$ cat config.mk
export PLATFORM = sky130hd
export DESIGN_NAME = fetch_unit
export DESIGN_NICKNAME = d
export VERILOG_FILES = /design/src/rtl/fetch_unit.sv
export SDC_FILE = /design/constraint.sdc
export NUM_CORES = 1
export LEC_CHECK = 0
export ABC_AREA = 0
export CORE_ASPECT_RATIO = 0.8
export CORE_MARGIN = 10
export CORE_UTILIZATION = 25
export CTS_CLUSTER_DIAMETER = 40
export CTS_CLUSTER_SIZE = 8
export DETAILED_ROUTE_END_ITERATION = 7
export DONT_BUFFER_PORTS = 1
export GPL_ROUTABILITY_DRIVEN = 0
export PLACE_DENSITY = 0.37
export SYNTH_ARGS = -nofsm -noshare
export SYNTH_HDL_FRONTEND = slang
export SYNTH_SLANG_ARGS = --single-unit
$ cat constraint.sdc
create_clock -name clk -period 4.8 [get_ports clk]
set_input_delay 0.48 -clock clk [delete_from_list [all_inputs] [get_ports clk]]
set_output_delay 0.48 -clock clk [all_outputs]
set_load 0.02 [all_outputs]
$ cat src/rtl/fetch_unit.sv
// fetch_unit: single-outstanding instruction fetch with 1-entry skid, redirect flush and drain.
// Optional macro FETCH_MISALIGN_TRAP_EN: misaligned redirects go to TRAP_PC and pulse misalign.
module fetch_unit #(
  parameter logic [31:0] RESET_PC = 32'h0000_0000,
  parameter logic [31:0] TRAP_PC  = 32'h0000_0100
) (
  input  logic        clk,
  input  logic        rst,
  input  logic        pc_lock,
  input  logic        control_change,
  input  logic [31:0] redirect_pc,
  output logic        imem_req,
  output logic [31:0] imem_addr,
  input  logic        imem_gnt,
  input  logic        imem_rvalid,
  input  logic [31:0] imem_rdata,
  output logic [31:0] pc_out,
  output logic [31:0] inst_out,
  output logic        misalign
);
  typedef enum logic [1:0] {S_REQ, S_WAIT, S_DRAIN} state_t;
  localparam logic [31:0] NOP = 32'h0000_0013;
  state_t      state_q, state_d;
  logic [31:0] pc_q, pc_d;
  logic        skid_v_q, skid_v_d;
  logic [31:0] skid_inst_q, skid_inst_d;
  logic [31:0] skid_pc_q, skid_pc_d;
  logic [31:0] inst_q, inst_d;
  logic [31:0] pco_q, pco_d;
  logic [31:0] redir_pc;
  logic        resp, issue_rdata, issue_skid;
`ifdef FETCH_MISALIGN_TRAP_EN
  logic        mis_q, mis_d;
  assign redir_pc = |redirect_pc[1:0] ? TRAP_PC : redirect_pc;
  assign misalign = mis_q;
`else
  assign redir_pc = redirect_pc & ~32'h3;
  assign misalign = 1'b0;
`endif
  assign imem_addr   = pc_q;
  assign imem_req    = !rst && state_q == S_REQ && !pc_lock;
  assign resp        = state_q == S_WAIT && imem_rvalid;
  assign issue_rdata = !control_change && resp && !pc_lock;
  assign issue_skid  = !control_change && skid_v_q && !pc_lock;
  always_ff @(posedge clk or posedge rst) begin
    if (rst) begin
      state_q     <= S_REQ;
      pc_q        <= RESET_PC;
      skid_v_q    <= 1'b0;
      skid_inst_q <= NOP;
      skid_pc_q   <= '0;
      inst_q      <= NOP;
      pco_q       <= '0;
`ifdef FETCH_MISALIGN_TRAP_EN
      mis_q       <= 1'b0;
`endif
    end else begin
      state_q     <= state_d;
      pc_q        <= pc_d;
      skid_v_q    <= skid_v_d;
      skid_inst_q <= skid_inst_d;
      skid_pc_q   <= skid_pc_d;
      inst_q      <= inst_d;
      pco_q       <= pco_d;
`ifdef FETCH_MISALIGN_TRAP_EN
      mis_q       <= mis_d;
`endif
    end
  end
  // A grant taken alongside a redirect fetches a stale address, so its response is drained.
  always_comb begin
    state_d = state_q;
    if (state_q == S_REQ)
      state_d = imem_req && imem_gnt ? (control_change ? S_DRAIN : S_WAIT) : S_REQ;
    else if (state_q == S_WAIT)
      state_d = imem_rvalid ? S_REQ : (control_change ? S_DRAIN : S_WAIT);
    else
      state_d = imem_rvalid ? S_REQ : S_DRAIN;
  end
  always_comb begin
    pc_d        = control_change ? redir_pc : resp ? pc_q + 32'd4 : pc_q;
    skid_v_d    = control_change ? 1'b0 : (resp && pc_lock) ? 1'b1 : issue_skid ? 1'b0 : skid_v_q;
    skid_inst_d = (!control_change && resp && pc_lock) ? imem_rdata : skid_inst_q;
    skid_pc_d   = (!control_change && resp && pc_lock) ? pc_q : skid_pc_q;
    inst_d      = issue_rdata ? imem_rdata : issue_skid ? skid_inst_q : NOP;
    pco_d       = issue_rdata ? pc_q : issue_skid ? skid_pc_q : 32'h0;
`ifdef FETCH_MISALIGN_TRAP_EN
    mis_d       = control_change && |redirect_pc[1:0];
`endif
  end
  assign inst_out = inst_q;
  assign pc_out   = pco_q;
endmodule

# Word-level counts from Yosys, hierarchy flattened
# Index checks and enable logic that the tools add are counted.
totals:
  elab_cells: 40
  inputBits: 70
  out_inout_bits: 98
  reg_bits: 163
op_classes:
  n_addsub: 1
  mux: 15
  n_eq_ne: 1
  n_reduce_logical: 16
op_table:
  columns: ["operator", "count"]
  rows:
  - ["$mux W32", 6]
  - ["$add A32 B3 Y32 const B", 1]
  - ["$mux W2", 6]
  - ["$logic_and A1 B1 Y1", 10]
  - ["$logic_not A1 Y1", 3]
  - ["$mux W1", 3]
  - ["$reduce_bool A3 Y1", 1]
  - ["$eq A2 B1 Y1 const B", 1]
  - ["$logic_not A2 Y1", 1]
  - ["$reduce_bool A2 Y1", 1]

# Logic depth before layout (Yosys ltp)
# Gate-level depths: netlist (run 1).
logic_depth:
  ltp_word: 6
  depth_mapped: 7
  depth_no_buf: 5

# Worst setup path after synthesis (run 1)
# OpenSTA, ideal clock, no wires.
synth_timing:
  path_kind: "register to register"
  start: "register pc_q[2] (netlist: imem_addr[2])"
  end: "register pc_q[20] (netlist: imem_addr[20])"
  arrival_ns: 2.141
  path_slack_ns: 2.577
  path_stages_with_launch: 7
  required_time_ns: 4.718
  cell_sequence: "dfrtp_1 ha_1 nand3_4 or4_4 buf_6 or4_1 a31oi_1"
synth_between:
  elab_chain_cells: 3
synth_lines:
  columns: ["item", "line_no", "text"]
  rows:
  - ["start: declaration", "24", "logic [31:0] pc_q, pc_d;"]
  - ["start signal: assignment", "59", "pc_q <= pc_d;"]
  - ["$add A32 B3 Y32", "81", "pc_d = control_change ? redir_pc : resp ? pc_q + 32'd4 : pc_q;"]
  - ["$mux W32 (2 in a row)", "81", null]
# No other way between the ends. The select of a mux whose other input is x is not followed.
# A chain may end at the register's enable or synchronous reset.

# Final worst setup path (run 1)
layout_timing:
  start: "register state_q[1]"
  end: "register pco_q[8] (netlist: pc_out[8])"
layout_between:
  elab_chain_cells: 5
layout_lines:
  columns: ["item", "line_no", "text"]
  rows:
  - ["start: declaration", "23", "state_t state_q, state_d;"]
  - ["start signal: assignment", "58", "state_q <= state_d;"]
  - ["$eq A2 B1 Y1", "42", "assign resp = state_q == S_WAIT && imem_rvalid;"]
  - ["$logic_and A1 B1 Y1", "42", null]
  - ["$logic_and A1 B1 Y1 (2 in a row)", "43", "assign issue_rdata = !control_change && resp && !pc_lock;"]
  - ["$mux W32", "86", "pco_d = issue_rdata ? pc_q : issue_skid ? skid_pc_q : 32'h0;"]
  - ["named net pco_d[8]", "29", "logic [31:0] pco_q, pco_d;"]
  - ["end signal: assignment", "64", "pco_q <= pco_d;"]
  - ["end: declaration", "29", null]
# The timed path passes the listed nets, and every way through them passes these cells.

==> results of run 1 <==
==> critical path: stages (launching register included) <==
cell and delay, ns:
dfrtp_1 0.42, nand3b_1 0.78, nor3_2 0.96, buf_4 0.49, a22o_1 0.21
==> logic make-up after synthesis <==
family | synth area share
other cells | 0.000578
buf+inv | 0.0340
simple gates | 0.105
mux | 0.109
xor+xnor | 0.0135
flops | 0.611
compound gates | 0.125
fa+ha+maj | 0.00193
==> placed cells by master (no fill, tap or decap), types with 7 or more instances in the layout <==
master and n:
mux2_2 62, o21ai_0 19, nand4_1 10, nor2_1 23, clkbuf_16 17, or4_1 11
nor3_1 7, nand3_1 14, buf_4 9, dfrtp_1 152, a31oi_1 9, a22o_1 52
inv_1 9, xnor2_1 9, nand2_1 38
==> worst max path at each step <==
stage | startpoint | end
after floorplan | rst | imem_addr[10]$_DFFE_PP0P_
after detailed placement | state_q[1]$_DFF_PP0_ | pc_out[13]$_DFF_PP0_
after global placement | state_q[1]$_DFF_PP0_ | inst_out[17]$_DFF_PP0_
after global routing | state_q[1]$_DFF_PP0_ | pc_out[11]$_DFF_PP0_
final | state_q[1]$_DFF_PP0_ | pc_out[8]$_DFF_PP0_
after CTS | state_q[1]$_DFF_PP0_ | pc_out[7]$_DFF_PP0_
==> Yosys cell counts (10+ instances only) <==
library cell	count	share of area
nand3_1	14	0.011
nand2_1	38	0.022
dfrtp_1	152	0.59
or4_1	11	0.013
nand4_1	10	0.0096
mux2_2	62	0.11
a22o_1	52	0.070
o21ai_0	19	0.015
inv_1	10	0.0058
nor2_1	24	0.014
clkbuf_1	30	0.017
==> per-layer routing <==
metal  GRT usage  vias to the layer above
met1       0.150                     2083
met3      0.0477                       17
met4      0.0450                        0
li1            -                     1872
met5           0                        -
met2       0.171                      147
==> power by group through the flow <==
stage / Sequential, mW / Clock, mW / Combinational (mW)
2_1_floorplan: 1.56 / 0 / 0.166
3_3_place_gp: 1.60 / 0 / 0.179
3_5_place_dp: 1.60 / 0 / 0.186
4_1_cts: 1.58 / 1.40 / 0.187
5_1_grt: 1.60 / 1.45 / 0.206
6_report: 1.58 / 1.34 / 0.181
==> area by class of cell <==
type	count	area [µm²]
sequential	158	3960
timing repair buffer	9	67.6
multi-input combinational	310	2330
tap	351	439
inverter	11	46.3
clock buffer	22	464
fill	2599	18000
clock inverter	9	113
==> flip-flops by register name, summed over array words and instances (netlist names) <==
register,flops
pc_out,31
skid_pc_q,30
imem_addr,30
skid_v_q,1
skid_inst_q,32
state_q,2
inst_out,32
==> stage by stage <==
stage               power, mW  std cells  cell area [µm²]  setup WS [ns]  utilization
floorplan                1.73        518             6500         0.0667            -
global placement         1.78        839             6850           1.85        0.269
detailed placement       1.79        839             6850           1.80        0.269
CTS                      3.16        870             7430           1.78        0.292
global route             3.25        870             7430           1.56        0.292
finish                   3.10        870             7430           1.84        0.292
==> reports/qor.yml, run 1 <==
pwr:
  irDropWorstVdd_mv: 0.229
  p_comb_frac: 0.058
  p_sw_mw: 0.772
  swShare: 0.249
  pwr-share-clk: 0.433
  p_per_area_nw_per_um2: 417
  leakagePower_nw: 3.24
  p_seq_frac: 0.508
  intPower_mw: 2.33
timing:
  fin_skew_ns: 0.0101
  hold_ws_ns: 0.0247
  grt_setup_unrepaired: "false"
  worst_pin_slew_ns: 1.15
  max_freq_mhz: 338
  finalSetupTns_ns: 0
  relSlewSlack: 0.224
  final-max-slew-violation-count: 0
  min_period_over_period: 0.616
  setup_viol: 0
  finalHoldViolCount: 0
  fin_crit_ns: 2.96
clock_network:
  cts_max_path_buffers: 2
  ctsHoldBuffers: 0
  postCtsSetupBuffers: 0
  cts_buffers: 17
  root_buffer: "clkbuf_16"
  h-tree-depth: 4
  cts_sinks: 158
  insertion_delay_ns: 0.43
  cts_resized: 0
  path_clk_slew_ns: 0.06
  cts_tree: "done"
synth:
  yosysSeqAreaShare: 0.611
  ys_ff_latch: 158
  yosys_most_used_dff: "dfrtp_1"
  async_flop_share: 1.00
  synth_edf_count: 0
  yosysUniqueCellTypes: 45
  syn_area_um2: 6480
  ys_warn_count: 0
  syn_area_per_cell_um2: 12.6
  synthCells: 515
die:
  die_w_um: 200
  dieHeight_um: 164
  dieArea_um2: 32800
  core_um2: 25400
  initial_core_util: 0.255
  rows: 52
  ios: 168
worst_setup_path:
  start_kind: "register"
  worst-r2r-cell-count: 4
  regToRegSetupSlack_ns: 1.84
  cp_max_fo: 30
  critical_path_class: "register to register"
  r2r_start: "state_q[1]$_DFF_PP0_"
  cp-end-kind: "register"
  arrival_ns: 3.32
  cp.required_ns: 5.16
  reg2reg_to: "pc_out[8]$_DFF_PP0_"
drt:
  vias_per_cell: 4.73
  drc: 0
  routedWlPerCell_um: 21.7
  vias: 4119
  routed.top_layer: "met4"
  dr.pass1.iters: 4
  ant_nets: 0
  wl_met1_um: 8370
  wl_met3_um: 1780
  wl_met2_um: 8370
  routed_wl_um: 18900
  drt-initial-drc-count: 259
global_routing:
  antenna_found_initial: 0
  grt_usage: 0.117
  grt_pass1_vias: 4214
  grt_overflow: 0
  grt_start_max_net_pins: 82
  grt_pass1_wl_um: 28400
run_status:
  status: "finished clean"
flow_run:
  cap_violations: 0
placement:
  dp_hpwl_um: 13100
  io_buffers: 0
hold_path:
  hold_path_class: "primary input to asynchronous set/reset pin"
cells_and_area:
  fin_nets: 578
  drive_gt1_frac: 0.227
  area_growth_syn_to_layout_pct: 14.5
  diodes: 0
(Power assumes the default switching activity.)
==> inputs of run 2 (changes only) <==
Settings changed: PLACE_DENSITY 0.37 to 0.35.
Clock period 4.8 ns to 2.9 ns, I/O delays scaled along.
==> run 2 against run 1 <==
Effect of this change: power is 71% higher; sequential power is 65% higher; cell count is 8.3% higher; via count is 7.1% higher; flip-flop and latch count stayed put; clock skew is 0.0040 ns higher; fmax is 28% higher; wire length is 3.3% higher; register-to-register slack worse by 1.2 ns; critical path depth stayed put; critical endpoint is now imem_addr[28]$_DFFE_PP0P_.
==> reports/qor.yml, run 2 (synthesis gave the netlist of run 1 again) <==
timing:
  relSlewSlack: 0.556
  final-max-slew-violation-count: 0
  fin_crit_ns: 2.31
  setup_viol: 0
  fin_skew_ns: 0.0141
  max_freq_mhz: 434
  setup_slack_ns: 0.594
  finalHoldViolCount: 0
  finalSetupTns_ns: 0
  min_period_over_period: 0.795
  worst_pin_slew_ns: 0.666
  grt_setup_unrepaired: "false"
cells_and_area:
  final_cell_mix: "dfrtp_1 (152), mux2_2 (62), dlygate4sd3_1 (60)"
  final_cells: 942
  regArea_um2: 3960
  fin_nets: 648
  final_common_cell: "dfrtp_1"
  nFillCells: 2563
  drive_gt1_frac: 0.219
  post-route-util: 0.322
  area_growth_syn_to_layout_pct: 26.1
  multi_input_area_um2: 2330
worst_setup_path:
  cp_max_fo: 12
  arrival_ns: 2.65
  cp.required_ns: 3.24
  critical_path_class: "register to register"
  cp_slowest_cell: "dfrtp_1"
  crit_chain: "nand4_1 -> or4_4 -> or4_1 -> a31oi_1"
  worst-path-buf-inv: 0
  cp-end-kind: "register"
  cp_top_family: "simple AND/OR/NAND/NOR gates"
  start_kind: "register"
  slowest_delay_ns: 0.64
die:
  initial_core_util: 0.255
  rows: 52
  dieArea_um2: 32800
  ios: 168
  core_um2: 25400
  dieHeight_um: 164
  die_w_um: 200
clock_network:
  insertion_delay_ns: 0.43
  cts_max_path_buffers: 2
  cts_buffers: 17
  root_buffer: "clkbuf_16"
  cts_tree: "done"
  cts_sinks: 158
  ctsHoldBuffers: 61
  cts_resized: 0
  h-tree-depth: 4
  postCtsSetupBuffers: 0
  path_clk_slew_ns: 0.07
drt:
  routedWlPerCell_um: 20.7
  vias_per_cell: 4.68
  vias: 4412
  drt-initial-drc-count: 168
  ant_nets: 0
  routed_wl_um: 19500
  dr.pass1.iters: 4
  drc: 0
placement:
  io_buffers: 0
  placedCellCount: 848
  dp_hpwl_um: 12900
  pre_cts_slack_ns: 0.561
global_routing:
  grt_overflow: 0
  grt_usage: 0.121
  grt_pass1_vias: 4617
  grt_start_max_net_pins: 88
  antenna_found_initial: 1
  grt_pass1_wl_um: 29700
pwr:
  leakagePower_nw: 3.56
  power_mw: 5.29
  irDropWorstVdd_mv: 0.363
  p_per_area_nw_per_um2: 647
flow_run:
  cap_violations: 0
run_status:
  status: "finished clean"
hold_path:
  hold_path_class: "primary input to register"
[run 2: cell types whose count changed in the layout (fill, tap and decap cells not counted), sizes merged]
cell         previous run  this run
dlygate4sd3             0        60
buf                     9        19
clkinvlp                1         5
clkinv                  7         4
clkbuf                 22        23
diode                   0         1
inv                    10         9
[run 2: final cells by class]
cell class	instances	area share
antenna	1	0.000306
sequential	158	0.484
clock inverter	9	0.0133
clock buffer	23	0.0597
tap	351	0.0537
inverter	11	0.00551
multi-input combinational	310	0.285
timing repair buffer	79	0.0985
[run 2: worst paths after layout]
| kind | startpoint | endpoint | slack, ns | cells past startpoint |
|---|---|---|---|---|
| hold reg to reg | skid_inst_q[10]$_DFFE_PP0P_ | inst_out[10]$_DFF_PP0_ | 0.48 | 1 |
| setup reg to reg | imem_addr[9]$_DFFE_PP0P_ | imem_addr[28]$_DFFE_PP0P_ | 0.59 | 4 |
| max in group asynchronous | rst | inst_out[1]$_DFF_PP1_ | 1.98 | 3 |
| min in group asynchronous | rst | pc_out[22]$_DFF_PP0_ | 0.46 | 3 |
| setup / recovery | imem_addr[9]$_DFFE_PP0P_ | imem_addr[28]$_DFFE_PP0P_ | 0.59 | 4 |
| hold / removal | redirect_pc[21] | imem_addr[21]$_DFFE_PP0P_ | 0.04 | 2 |
[run 2: per-stage QoR]
stage	hold slack (ns)	instance area, µm²
6_report	0.0354	8180
5_1_grt	0.0190	8180
4_1_cts	0.00469	8180
3_5_place_dp	0.351	6960
3_3_place_gp	0.347	6960
2_1_floorplan	0.398	6500
[run 2: power by group]
| group | internal [mW] | switching (mW) |
|---|---|---|
| clock network | 1.36 | 0.927 |
| logic | 0.222 | 0.185 |
| registers | 2.39 | 0.214 |
| total | 3.97 | 1.33 |
[run 2: per-layer routing]
metal / routed length (µm) / global-route usage / share of wire
met1: 9110 / 0.160 / 0.47
met2: 8790 / 0.181 / 0.45
met3: 1310 / 0.0430 / 0.067
met4: 270 / 0.0361 / 0.014
met5: 0 / 0 / 0
